File: src/rtl/acc_mb_ctrl.sv
// Avalon-MM slave front-end for a multi-block SHA-256 core.
// Buffers one 512-bit block, sequences the core and exposes the digest.
module acc_mb_ctrl #(
    parameter int DW     = 32,
    parameter int ADDR_W = 5
) (
    input  logic              clk,
    input  logic              reset,
    input  logic              chipselect,
    input  logic              write,
    input  logic              read,
    input  logic [ADDR_W-1:0] address,
    input  logic [DW-1:0]     writedata,
    output logic [DW-1:0]     readdata,
    output logic              irq,
    output logic              core_start,
    output logic              core_init,
    output logic [511:0]      core_block,
    input  logic              core_done,
    input  logic [255:0]      core_digest
);

    localparam int NW  = 512 / DW;
    localparam int NDG = 256 / DW;

    localparam logic [31:0] A_CTRL = 32'(NW);
    localparam logic [31:0] A_STAT = 32'(NW + 1);
    localparam logic [31:0] A_DIG  = 32'(NW + 2);

    typedef enum logic {
        IDLE,
        RUN
    } state_t;

    state_t state, state_nxt;

    logic [511:0]  blk;
    logic [255:0]  digest;
    logic [NW-1:0] mask;
    logic          ien;
    logic          done;
    logic          err;

    logic [31:0]   addr;
    logic          wr;
    logic          rd;
    logic          wr_blk;
    logic          wr_ctrl;
    logic          rd_stat;
    logic          go;
    logic          go_ok;
    logic          go_bad;
    logic          blk_bad;
    logic          run_done;
    logic [DW-1:0] rdata_nxt;

    assign addr    = 32'(address);
    assign wr      = chipselect & write;
    assign rd      = chipselect & read;
    assign wr_blk  = wr && (addr < A_CTRL);
    assign wr_ctrl = wr && (addr == A_CTRL);
    assign rd_stat = rd && (addr == A_STAT);
    assign go      = wr_ctrl & writedata[0];

    assign core_block = blk;
    assign irq        = done & ien;

    always_ff @(posedge clk or posedge reset) begin
        if (reset) begin
            state <= IDLE;
        end else begin
            state <= state_nxt;
        end
    end

    always_comb begin
        state_nxt = state;
        go_ok     = 1'b0;
        go_bad    = 1'b0;
        blk_bad   = 1'b0;
        run_done  = 1'b0;
        case (state)
            IDLE: begin
                if (go) begin
                    if (&mask) begin
                        go_ok     = 1'b1;
                        state_nxt = RUN;
                    end else begin
                        go_bad = 1'b1;
                    end
                end
            end
            RUN: begin
                if (core_done) begin
                    run_done  = 1'b1;
                    state_nxt = IDLE;
                end
                // the core reads core_block throughout RUN, so host writes bounce
                if (go || wr_blk) begin
                    blk_bad = 1'b1;
                end
            end
            default: state_nxt = IDLE;
        endcase
    end

    always_comb begin
        rdata_nxt = '0;
        if (addr == A_STAT) begin
            rdata_nxt = DW'({mask, err, done, state == RUN});
        end
        for (int j = 0; j < NDG; j++) begin
            if (addr == A_DIG + 32'(j)) begin
                rdata_nxt = digest[DW*j +: DW];
            end
        end
    end

    always_ff @(posedge clk or posedge reset) begin
        if (reset) begin
            blk        <= '0;
            digest     <= '0;
            mask       <= '0;
            ien        <= 1'b0;
            done       <= 1'b0;
            err        <= 1'b0;
            core_start <= 1'b0;
            core_init  <= 1'b0;
            readdata   <= '0;
        end else begin
            core_start <= go_ok;
            readdata   <= rd ? rdata_nxt : '0;

            if (go_ok) begin
                core_init <= writedata[1];
                mask      <= '0;
            end

            if (wr_ctrl) begin
                ien <= writedata[2];
            end

            if (wr_blk && state == IDLE) begin
                for (int i = 0; i < NW; i++) begin
                    if (addr == 32'(i)) begin
                        blk[DW*i +: DW] <= writedata;
                        mask[i]         <= 1'b1;
                    end
                end
            end

            if (run_done) begin
                digest <= core_digest;
            end

            // set events win over the read-to-clear of the same cycle
            if (rd_stat || go_ok) begin
                done <= 1'b0;
            end
            if (run_done) begin
                done <= 1'b1;
            end

            if (rd_stat) begin
                err <= 1'b0;
            end
            if (go_bad || blk_bad) begin
                err <= 1'b1;
            end
        end
    end

endmodule
File: config.mk
export PLATFORM = sky130hd
export DESIGN_NAME = acc_mb_ctrl
export DESIGN_NICKNAME = d
export VERILOG_FILES = /design/src/rtl/acc_mb_ctrl.sv
export SDC_FILE = /design/constraint.sdc
export NUM_CORES = 1
export LEC_CHECK = 0
export BUFFER_PORTS_ARGS = -buffer_cell sky130_fd_sc_hd__buf_2
export CAP_MARGIN = 20
export CORE_AREA = 2 2 331 333
export DETAILED_ROUTE_END_ITERATION = 10
export DIE_AREA = 0 0 333 335
export GPL_ROUTABILITY_DRIVEN = 0
export PLACE_DENSITY_LB_ADDON = 0.25
export SYNTH_ARGS = -nofsm -noshare
export SYNTH_HDL_FRONTEND = slang
export SYNTH_SLANG_ARGS = --single-unit
File: constraint.sdc
create_clock -name clk -period 30.1 [get_ports clk]
set_input_delay 1.505 -clock clk [delete_from_list [all_inputs] [get_ports clk]]
set_output_delay 1.505 -clock clk [all_outputs]
set_load 0.03 [all_outputs]
==> flow_summary.ini <==
[status]
outcome = finished, final reports clean

[clock_network]
cts_inserted_buffers = 94
path_clk_slew_ps = 60
hold_buffers = 0
cts_root_buf = clkbuf_16
cts_tree = yes
postCtsSetupBuffers = 0
clk-insertion-delay-late_ps = 680
cts.repair.resized = 0
clock_path_buffers = 3
cts.sinks = 822
h-tree-depth = 3

[floorplan]
core-area_um2 = 108000
rows = 121
fp.dieArea_um2 = 112000
start_util_pct = 30.9
die_x_um = 333
dieHeight_um = 335
io_pins = 846

[synth]
syn_inst = 2259
syn-num-nets = 2558
ys_types = 54
synth_ff_type = dfrtp_1
syn-cell-area_um2 = 33400
avgSynthCellArea_um2 = 14.8
yosysSeqAreaShare_pct = 61.5
ys_async_sr_fraction_pct = 100
synth_warnings = 0
synth_edf_count = 0
ys_ff_latch = 822

[timing]
timing.setup.tns_ps = 0
finalCriticalPeriod_ps = 3750
maxSlewViolCount = 0
hold_viol_final = 0
period_share_pct = 12.5
clock_skew_ps = 27.4
setup_viol = 0
max_slew_margin_pct = 30.3
grt_setup_unrepaired = false
fin_hold_ws_ps = 492
tightest_slew_ps = 1050
fmax_mhz = 266

[drt]
wl_per_cell_um = 27.0
dr.first_iter.drc_count = 1262
viasPerCell = 4.93
drc = 0
routed_wl_mm = 123
vias = 22499
ant_nets = 0
drt-pass1-iter-count = 5

[layout]
syn_to_final_growth_pct = 26.6
drive_gt1_share_pct = 58.8
nets = 3359

[critical_path]
crit_fanout = 73
worstPathRequired_ps = 30640
worstSetupPathType = input port to register
setup.worst_path.start_class = input port
endpoint_kind = register
arrival_ps = 4300

[global_routing]
first_global_vias = 23561
grt_overflow_total = 0
grt_pass1_wl_mm = 174
grt_antenna_before_repair = 35
grt_max_degree = 173
grt_usage_pct = 21.5

[place]
portBuffers = 845
hpwl_mm = 85.6

[pwr]
clockPowerShare_pct = 40.2
comb_power_share_pct = 16.9
power.switching_uw = 891
p_per_area_nw_per_um2 = 70.6
p_seq_share_pct = 42.9
p_int_uw = 2100
power_switching_share_pct = 29.8
p_total_uw = 2990
p_leak_uw = 0.0221
ir_drop_mv = 0.0538

[flow_run]
maxCapViolations = 0

[hold_path]
min_path_type = register to register
## cell type report
type | count | area [um2]
antenna | 14 | 35.0
clock buffer | 133 | 2740
clock inverter | 40 | 508
fill | 10419 | 65800
inverter | 34 | 135
multi-input combinational | 1222 | 12000
sequential | 822 | 20600
tap | 1414 | 1770
timing repair buffer | 886 | 4590
## cells in the final DEF (no fill, tap or decap), types with 5 or more instances in the layout
cell | synthesis | routed
o22ai_1 | 31 | 31
a21oi_1 | 45 | 45
o21ai_0 | 44 | 44
nand4_1 | 6 | 6
bufinv_16 | 0 | 8
a221oi_1 | 19 | 19
nand2_2 | 0 | 7
nor2b_1 | 23 | 22
clkbuf_16 | 0 | 96
mux2_2 | 777 | 777
a31oi_1 | 13 | 13
buf_4 | 10 | 40
clkinv_2 | 0 | 20
a22o_1 | 18 | 18
mux2i_1 | 50 | 50
a2111oi_0 | 13 | 13
a21o_1 | 6 | 6
buf_2 | 68 | 843
a22oi_1 | 19 | 19
nand2_1 | 14 | 6
clkbuf_1 | 92 | 17
inv_1 | 34 | 33
o211ai_1 | 19 | 19
dfrtp_1 | 822 | 822
o221ai_1 | 11 | 11
diode_2 | 0 | 14
and3_1 | 15 | 15
nor2_1 | 28 | 27
clkbuf_8 | 0 | 20
a2111oi_1 | 5 | 5
nand3b_1 | 13 | 13
## per-layer routing
layer	up-vias	global-route usage (%)	part of all wire (%)
met5	-	0	0.12
met2	769	37.5	51
met3	208	6.38	7.2
met4	20	8.00	3.3
li1	9809	-	-
met1	11693	25.0	39
## power by group through the flow
stage	clock [uW]	sequential (uW)	combinational, uW
finish	1200	1280	506
global route	1280	1300	534
CTS	1230	1280	513
detailed placement	0	1300	512
global placement	0	1300	510
floorplan	0	1460	150
## critical path, cell delays in order
cell and delay (ps):
buf_2 90, buf_4 640, nand4bb_1 460, nor3_2 120, nand2_2 490, buf_4 490, mux2_2 390
## kinds of logic after synthesis
group                  after synthesis  synth area share, %
AOI/OAI and AO/OA                  254                 5.18
buffers and inverters              215                 2.92
DFF                                822                 61.5
muxes                              831                 27.8
and+or+nand+nor                    137                 2.58
## through the flow
| step | area [um2] | setup slack [ps] | util (%) | instances |
|---|---|---|---|---|
| 6_report | 42300 | 26350 | 39.1 | 4565 |
| 5_1_grt | 42300 | 26180 | 39.1 | 4558 |
| 4_1_cts | 42200 | 26410 | 39.1 | 4550 |
| 3_5_place_dp | 39000 | 25660 | 36.1 | 4377 |
| 3_3_place_gp | 39000 | 25710 | 36.1 | 4377 |
| 2_1_floorplan | 33400 | 5510 | - | 2259 |
## synth_stat cells (10+ instances only)
cell	n	area, um2
o21ai_0	44	220
dfrtp_1	822	20600
inv_1	34	128
o211ai_1	19	143
nand2_1	14	52.6
a31oi_1	13	81.3
clkbuf_1	92	345
a2111oi_0	13	114
buf_4	10	75.1
nor2_1	28	105
mux2_2	777	8750
a221oi_1	19	166
nand3b_1	13	97.6
o22ai_1	31	194
and3_1	15	93.8
nor2b_1	23	144
a21oi_1	45	225
o221ai_1	11	96.3
buf_2	68	340
a22o_1	18	158
mux2i_1	50	500
a22oi_1	19	143
## path summary, 6_finish.rpt
kind,to,cells past startpoint,slack [ps],start
setup / recovery,core_block[136],7,26350,address[4]
hold / removal,core_block[299],1,490,core_block[299]
setup reg to reg,core_block[150],5,27390,state
hold reg to reg,core_block[299],1,490,core_block[299]
max in group asynchronous,core_block[261],4,26650,reset
min in group asynchronous,readdata[3],2,1020,reset
## flip-flops by register name, summed over array words and instances, names as in the netlist
| register | count |
|---|---|
| core_block | 512 |
| digest | 256 |
| readdata | 32 |
| mask | 16 |
| core_init | 1 |
| core_start | 1 |
| done | 1 |
| err | 1 |
| ien | 1 |
| state | 1 |
(Power assumes the default switching activity.)
